[config.mk]
export PLATFORM = sky130hd
export DESIGN_NAME = uart_tx_sched_flat
export DESIGN_NICKNAME = d
export VERILOG_FILES = /design/src/rtl/uart_tx_sched_if.sv /design/src/rtl/uart_tx_sched.sv /design/src/flat_wrapper.sv
export SDC_FILE = /design/constraint.sdc
export NUM_CORES = 1
export LEC_CHECK = 0
export ABC_AREA = 0
export CORE_UTILIZATION = 30
export DETAILED_ROUTE_END_ITERATION = 8
export PLACE_DENSITY = 0.63
export SLEW_MARGIN = 20
export SYNTH_ARGS = -nofsm -noshare
export SYNTH_HDL_FRONTEND = slang
export SYNTH_SLANG_ARGS = --single-unit
[constraint.sdc]
create_clock -name clk -period 2.8 [get_ports clk]
set_input_delay 0.42 -clock clk [delete_from_list [all_inputs] [get_ports clk]]
set_output_delay 0.42 -clock clk [all_outputs]
set_load 0.03 [all_outputs]
[src/rtl/uart_tx_sched_if.sv]
// Bus between the TX scheduler, its source FIFO and the UART transmitter.
// master: scheduler side; slave: FIFO/UART side.
interface uart_tx_sched_if #(
  parameter int unsigned USEDW_W = 8
);
  logic               fifo_empty;
  logic [USEDW_W-1:0] fifo_usedw;
  logic [7:0]         fifo_rd_data;
  logic               fifo_rd_req;
  logic               tx_busy;
  logic               tx_start;
  logic [7:0]         tx_data;
  logic               sched_busy;

  modport master (
    input  fifo_empty, fifo_usedw, fifo_rd_data, tx_busy,
    output fifo_rd_req, tx_start, tx_data, sched_busy
  );

  modport slave (
    output fifo_empty, fifo_usedw, fifo_rd_data, tx_busy,
    input  fifo_rd_req, tx_start, tx_data, sched_busy
  );
endinterface

[src/rtl/uart_tx_sched.sv]
// uart_tx_sched: pulls bytes from a FIFO in bursts of up to PKT_LEN and hands
// them one at a time to a UART transmitter.
// Optional feature: define UART_TX_SCHED_TIMEOUT_EN to flush partial bursts
// after TIMEOUT_CYC idle cycles; without it only full bursts are sent.
module uart_tx_sched #(
  parameter int unsigned PKT_LEN     = 4,
  parameter int unsigned TIMEOUT_CYC = 52080,
  parameter int unsigned USEDW_W     = 8
) (
  input  logic            clk,
  input  logic            rst_n,
  uart_tx_sched_if.master bus
);

  typedef enum logic [2:0] {
    IDLE,
    RD,
    LAT,
    LAUNCH,
    WAIT_ACK,
    WAIT_DONE
  } state_e;

  // Reject parameter values that have no meaning for this block.
  if (PKT_LEN < 1 || PKT_LEN > 255 || TIMEOUT_CYC < 1) begin : g_param_check
    $error("uart_tx_sched: PKT_LEN must be 1..255 and TIMEOUT_CYC >= 1");
  end

  state_e             state_q, state_d;
  logic [7:0]         cnt_q, cnt_d;
  logic [1:0]         ack_q, ack_d;
  logic [7:0]         tx_data_q, tx_data_d;
  logic [USEDW_W-1:0] usedw;
  logic [31:0]        usedw_ext;
  logic               full;
  logic               flush;

  assign usedw     = bus.fifo_usedw;
  assign usedw_ext = 32'(usedw);
  assign full      = (usedw_ext >= PKT_LEN);

`ifdef UART_TX_SCHED_TIMEOUT_EN
  localparam int unsigned        TO_W   = $clog2(TIMEOUT_CYC + 1);
  localparam logic [TO_W-1:0]    TO_MAX = TO_W'(TIMEOUT_CYC - 1);

  logic [TO_W-1:0] to_q, to_d;

  // Idle-time counter: runs only while a partial burst waits in IDLE.
  always_comb begin
    to_d = to_q;
    if (state_q != IDLE || bus.fifo_empty || full) begin
      to_d = '0;
    end else if (to_q != TO_MAX) begin
      to_d = to_q + TO_W'(1);
    end
  end

  // Idle-time counter register.
  always_ff @(posedge clk or negedge rst_n) begin
    if (!rst_n) begin
      to_q <= '0;
    end else begin
      to_q <= to_d;
    end
  end

  assign flush = (to_q == TO_MAX) && !bus.fifo_empty;
`else
  assign flush = 1'b0;
`endif

  // State register.
  always_ff @(posedge clk or negedge rst_n) begin
    if (!rst_n) begin
      state_q <= IDLE;
    end else begin
      state_q <= state_d;
    end
  end

  // Burst count, lost-ack counter and held transmit byte.
  always_ff @(posedge clk or negedge rst_n) begin
    if (!rst_n) begin
      cnt_q     <= '0;
      ack_q     <= '0;
      tx_data_q <= '0;
    end else begin
      cnt_q     <= cnt_d;
      ack_q     <= ack_d;
      tx_data_q <= tx_data_d;
    end
  end

  // Next-state and datapath updates.
  always_comb begin
    state_d   = state_q;
    cnt_d     = cnt_q;
    ack_d     = '0;
    tx_data_d = tx_data_q;
    unique case (state_q)
      IDLE: begin
        // A full burst wins over a simultaneous timeout flush.
        if (!bus.tx_busy && (full || flush)) begin
          state_d = RD;
          cnt_d   = full ? 8'(PKT_LEN) : 8'(usedw_ext);
        end
      end
      RD: begin
        state_d = bus.fifo_empty ? IDLE : LAT;
      end
      LAT: begin
        tx_data_d = bus.fifo_rd_data;
        state_d   = LAUNCH;
      end
      LAUNCH: begin
        state_d = WAIT_ACK;
      end
      WAIT_ACK: begin
        if (bus.tx_busy || ack_q == 2'd3) begin
          state_d = WAIT_DONE;
        end else begin
          ack_d = ack_q + 2'd1;
        end
      end
      WAIT_DONE: begin
        if (!bus.tx_busy) begin
          cnt_d   = cnt_q - 8'd1;
          state_d = (cnt_q == 8'd1 || bus.fifo_empty) ? IDLE : RD;
        end
      end
      default: begin
        state_d = IDLE;
      end
    endcase
  end

  // Outputs decoded from the current state.
  always_comb begin
    bus.fifo_rd_req = (state_q == RD) && !bus.fifo_empty;
    bus.tx_start    = (state_q == LAUNCH);
    bus.sched_busy  = (state_q != IDLE);
    bus.tx_data     = tx_data_q;
  end

endmodule

[src/flat_wrapper.sv]
// flat-port wrapper written by rule: the top's interface ports become plain ports
module uart_tx_sched_flat 
#(
  parameter int unsigned PKT_LEN     = 4,
  parameter int unsigned TIMEOUT_CYC = 52080,
  parameter int unsigned USEDW_W     = 8
)
  (clk, rst_n, bus_fifo_empty, bus_fifo_usedw, bus_fifo_rd_data, bus_tx_busy, bus_fifo_rd_req, bus_tx_start, bus_tx_data, bus_sched_busy);
  uart_tx_sched_if #(.USEDW_W(USEDW_W)) bus_i ();
  input  logic clk;
  input  logic rst_n;
  input wire logic [$bits(bus_i.fifo_empty)-1:0] bus_fifo_empty;
  input wire logic [$bits(bus_i.fifo_usedw)-1:0] bus_fifo_usedw;
  input wire logic [$bits(bus_i.fifo_rd_data)-1:0] bus_fifo_rd_data;
  input wire logic [$bits(bus_i.tx_busy)-1:0] bus_tx_busy;
  output wire logic [$bits(bus_i.fifo_rd_req)-1:0] bus_fifo_rd_req;
  output wire logic [$bits(bus_i.tx_start)-1:0] bus_tx_start;
  output wire logic [$bits(bus_i.tx_data)-1:0] bus_tx_data;
  output wire logic [$bits(bus_i.sched_busy)-1:0] bus_sched_busy;
  assign bus_i.fifo_empty = bus_fifo_empty;
  assign bus_i.fifo_usedw = bus_fifo_usedw;
  assign bus_i.fifo_rd_data = bus_fifo_rd_data;
  assign bus_i.tx_busy = bus_tx_busy;
  assign bus_fifo_rd_req = bus_i.fifo_rd_req;
  assign bus_tx_start = bus_i.tx_start;
  assign bus_tx_data = bus_i.tx_data;
  assign bus_sched_busy = bus_i.sched_busy;
  uart_tx_sched #(.PKT_LEN(PKT_LEN), .TIMEOUT_CYC(TIMEOUT_CYC), .USEDW_W(USEDW_W)) u_core (.clk(clk), .rst_n(rst_n), .bus(bus_i));
endmodule
Word level (Yosys, flattened, before mapping)
Index checks and enable logic that the tools add are counted.

Flip-flop bits (word level): 21. Bits in latches: 0. Bits in writable memories: 0. Memory bits (read-only): 0. Bits of input ports: 20. Output and inout port bits: 11. Memories: 0.

Add/sub/neg operators: 2. Multiply operators: 0. Divide/modulo/power cells: 0. Magnitude comparators: 1. Eq/ne operators: 10. Shift-type cells: 0. Mux-type cells: 12. Bitwise gates (word level): 0. Reductions and logical operators: 11.

Operators with widths (number): $mux W8 (3); $pmux W3 S6 (1); $pmux W8 S2 (1); $mux W3 (3); $eq A8 B1 Y1 const B (1); $ge A8 B3 Y1 const B (1); $sub A8 B1 Y8 const B (1); $eq A3 B2 Y1 const B (2); $eq A3 B3 Y1 const B (2); $mux W2 (3); $reduce_and A3 Y1 (2); $ne A2 B1 Y1 const B (2); $eq A3 B1 Y1 const B (1); $logic_not A3 Y1 (1); $reduce_bool A3 Y1 (1); $add A2 B1 Y2 const B (1); $eq A2 B2 Y1 const B (1); $logic_and A1 B1 Y1 (2); $logic_not A1 Y1 (2); $logic_or A1 B1 Y1 (2); $ne A2 B2 Y1 const B (1); $reduce_bool A2 Y1 (1); $mux W1 (1).

Depth between registers and ports, before layout
Word-level depth: 5. Gate-level depth with buffers: 6.

Least setup slack after synthesis
No wires, ideal clock.

Kind: reg2out. From: reg u_core.state_q[0]. To: out bus_fifo_rd_req. Data arrival time: 1.815 ns. Setup slack: 0.565 ns. Stages on the path, launching flop included: 4. Path buffers: 2. Cells stage by stage: dfrtp_1 -> buf_2 -> clkbuf_1 -> nor4b_1.

Longest elaborated chain between the ends: 2.

Ends and longest elaborated chain: from (decl) (RTL line uart_tx_sched.sv:29) `state_e state_q, state_d;`; from (signal assigned) (RTL line uart_tx_sched.sv:77) `state_q <= state_d;`; $eq A3 B1 Y1 (RTL line uart_tx_sched.sv:139) `bus.fifo_rd_req = (state_q == RD) && !bus.fifo_empty;`; $logic_and A1 B1 Y1 (RTL line uart_tx_sched.sv:139); to (decl) (RTL line flat_wrapper.sv:16) `output wire logic [$bits(bus_i.fifo_rd_req)-1:0] bus_fifo_rd_req;`.

Every way passes these cells.

Final worst setup path
From: reg u_core.state_q[2]. To: out bus_fifo_rd_req.

The elaborated chain is that of the path after synthesis.

==> summary.md <==
| Metric | Value |
|---|---|
| Core Rows | `21` |
| Number of synthesized register bits | `21` |
| GRT Overall Usage | `12.5%` |
| P&R area growth vs syn | `34.2%` |
| Mapped Area | `1110 sq um` |
| Hold Fails Final Rpt | `0` |
| Count of different cell masters after synthesis | `38` |
| DR vias | `879` |
| Avg Inst Size Synth | `10.8 sq um` |
| Die area | `3960 sq um` |
| Worst path slowest cell | `clkdlybuf4s50_1` |
| CP cell instances | `nor4b_1 -> clkdlybuf4s50_1` |
| Synth warn | `0` |
| Pleak | `0.626 nW` |
| Total wire length | `2.24 mm` |
| Final WS setup | `345 ps` |
| Worst hold stages | `1` |
| Global placer's final weighted congestion | `0.737` |
| Post-layout power | `1.51 mW` |
| F_max | `0.407 GHz` |
| Die Ht | `62.9 um` |
| Status | `complete, no violations` |
| Slew @ Worst Pin | `640 ps` |
| First-pass GRT wire length | `3.89 mm` |
| Vias per inst | `4.88` |
| Synth top area cells | `dfrtp_1 (47%), mux2_2 (8.1%), nor2_1 (5.1%), ha_1 (3.4%), xnor2_1 (2.4%)` |
| Worst-skew pair later-pin latency | `260 ps` |
| Width of the die | `62.9 um` |
| Hold Startpoint | `u_core.ack_q[0]` |
| Worst path bufs/invs | `1` |
| Leading area contributor after synthesis | `dfrtp_1` |
| Starting Density | `32.4%` |
| Number of synthesized flops with an enable pin | `0` |
| FILL cells | `332` |
| CTS max path bufs | `2` |
| Post-synthesis net count | `126` |
| Diodes inserted | `0` |
| Post-CTS Hold Buffers | `0` |
| Largest delay share family, worst path | `buffers and inverters` |
| Hold crit path type | `register to register` |
| Nets@finish | `158` |
| Final setup fails | `0` |
| Setup repair bufs after CTS | `0` |
| RSZ-0062 raised after global routing | `false` |
| Clock sink total | `21` |
| Power per cell area | `1010 nW/um^2` |
| Vias in the first global route | `890` |
| Layout cells sized above 1 | `19.4%` |
| Crit path DAT | `2040 ps` |
| # port buffers | `29` |
| GRT overflow | `0` |
| Synth top area share | `47.2%` |
| Fin crit share | `87.7%` |
| Initial DRC Count | `46` |
| Crit path time final | `2460 ps` |
| Slew HR | `57.1%` |
| Setup slack at placement | `339 ps` |
| DR WL/cell | `12.4 um` |
| Required @ worst endpoint | `2380 ps` |
| Reg2Reg Launch Point | `u_core.state_q[2]` |
| Crit end category | `output pin` |
| Detailed Place HPWL | `1.65 mm` |
| FF-to-FF path depth | `5` |
| Htree depth | `1` |
| CTS tree | `done` |
| Most common flop cell mapped by yosys | `dfrtp_1` |
| Delay of the slowest cell on the worst path | `750 ps` |
| Worst setup SP type | `register` |
| Stages on the worst setup path | `2` |
| DRT antenna net count | `0` |
| Io pins | `31` |
| Flop-to-flop setup slack | `960 ps` |
| DRC violations left | `0` |
| Final Skew | `2.65 ps` |
| Max Cap Violations | `0` |
| Slew Limit Fails | `0` |
| Num CTS Buffers | `3` |
| Initial antenna violation count | `0` |
| FF-to-FF End | `u_core.state_q[0]` |
| Mapped Cells | `103` |
| TritonRoute pass-1 iters | `4` |
| Worst hold slack | `438 ps` |
| Post-synth ARST share | `100%` |
| Maximum VDD drop | `0.000495 V` |
| WHS Endpoint | `u_core.ack_q[0]` |
| Crit Path Class | `register to output pin` |
| Clk root buf | `clkbuf_8` |
| CP max FO | `13` |
| Post-CTS sizing | `0` |
| Setup TNS | `0 ps` |
| Core area | `3440 sq um` |
| Seq/Total Area, Yosys | `47.2%` |
| Largest net degree at the start of global routing | `22` |
| Clk slew on worst S/H paths | `80 ps` |
## sequential cells by signal, indices dropped and copies added, names as in the netlist
name	flops
u_core.ack_q	2
u_core.bus.tx_data	8
u_core.cnt_q	8
u_core.state_q	3
## how the worst max path moves through the flow
stage / start / to / slack (ps)
after floorplan: u_core.state_q[0] / bus_fifo_rd_req / 570
after global placement: bus_fifo_empty / bus_fifo_rd_req / 340
after detailed placement: bus_fifo_empty / bus_fifo_rd_req / 340
after CTS: u_core.state_q[2] / bus_fifo_rd_req / 300
after global routing: u_core.state_q[2] / bus_fifo_rd_req / 200
final: u_core.state_q[2] / bus_fifo_rd_req / 340
## area by class of cell
cell class	count	area, sq um	area share [%]
Multi-Input combinational cell	75	546	36.5
Tap cell	46	57.6	3.85
Sequential cell	21	526	35.2
Timing Repair Buffer	31	305	20.4
Inverter	3	11.3	0.754
Clock buffer	3	41.3	2.76
Clock inverter	1	7.51	0.503
## power breakdown
part,internal (mW),switching [mW],leakage [nW],total [mW]
Clock,0.100,0.104,0.0217,0.204
Sequential,0.421,0.113,0.265,0.534
Combinational,0.371,0.402,0.339,0.773
## worst register-to-register path: cells and delay by family (launching register included)
| kind | cells | cell delay (ps) |
|---|---|---|
| AND/OR/NAND/NOR | 3 | 830 |
| AO/OA/AOI/OAI | 2 | 250 |
| flip-flops | 1 | 630 |
## placed cells by master (no fill, tap or decap)
| cell | count |
|---|---|
| a21oi_2 | 1 |
| nand4_1 | 1 |
| xnor2_1 | 3 |
| nor3_2 | 2 |
| and2_1 | 2 |
| dfrtp_1 | 21 |
| clkinvlp_4 | 1 |
| clkbuf_8 | 3 |
| o31ai_1 | 1 |
| nor2_1 | 15 |
| nand2_1 | 4 |
| buf_4 | 2 |
| nor2b_1 | 1 |
| and4_1 | 1 |
| or2_2 | 1 |
| o22ai_1 | 2 |
| nand2b_1 | 1 |
| a21oi_1 | 5 |
| or3b_4 | 1 |
| nor4b_1 | 1 |
| o311ai_0 | 1 |
| a211o_1 | 2 |
| a31o_2 | 2 |
| nor2_4 | 1 |
| mux2_2 | 8 |
| clkdlybuf4s50_1 | 29 |
| a22oi_1 | 1 |
| nor3_1 | 2 |
| nor2_2 | 1 |
| nor3b_2 | 1 |
| o21ai_0 | 3 |
| nand3b_4 | 1 |
| nor4_1 | 1 |
| a311oi_1 | 1 |
| or4_1 | 2 |
| inv_1 | 3 |
| or3_1 | 2 |
| ha_1 | 3 |
| or4_4 | 1 |
## kinds of logic after synthesis
kind of cell	Yosys count	synth area share, %
muxes	8	8.09
AOI/OAI and AO/OA	19	11.6
adders and majority gates	3	3.37
buffers and inverters	7	3.82
DFF	21	47.2
and+or+nand+nor	42	23.6
xor gates and xnor gates	3	2.36
## through the flow
stage               cells  area (sq um)  util [%]
floorplan             103          1110         -
global placement      176          1450      42.0
detailed placement    176          1450      42.0
CTS                   180          1490      43.4
global route          180          1490      43.4
finish                180          1490      43.4
## per-layer routing
| metal | part of all wire (%) | GRT usage, % | up-vias |
|---|---|---|---|
| li1 | - | - | 431 |
| met1 | 48 | 15.0 | 417 |
| met2 | 45 | 19.9 | 29 |
| met3 | 5.3 | 4.38 | 2 |
| met4 | 1.5 | 5.81 | 0 |
| met5 | 0 | 0 | - |
## cell usage after synthesis (2+ instances only)
cell type,number
a211o_1,2
a21oi_1,5
a31o_2,2
and2_1,2
buf_6,2
dfrtp_1,21
ha_1,3
inv_1,3
mux2_2,8
nand2_1,4
nor2_1,15
nor3_1,2
nor3_2,2
o21ai_0,3
o22ai_1,2
or3_1,2
or4_1,2
xnor2_1,3
No activity file was read; power rests on OpenSTA's default activity.
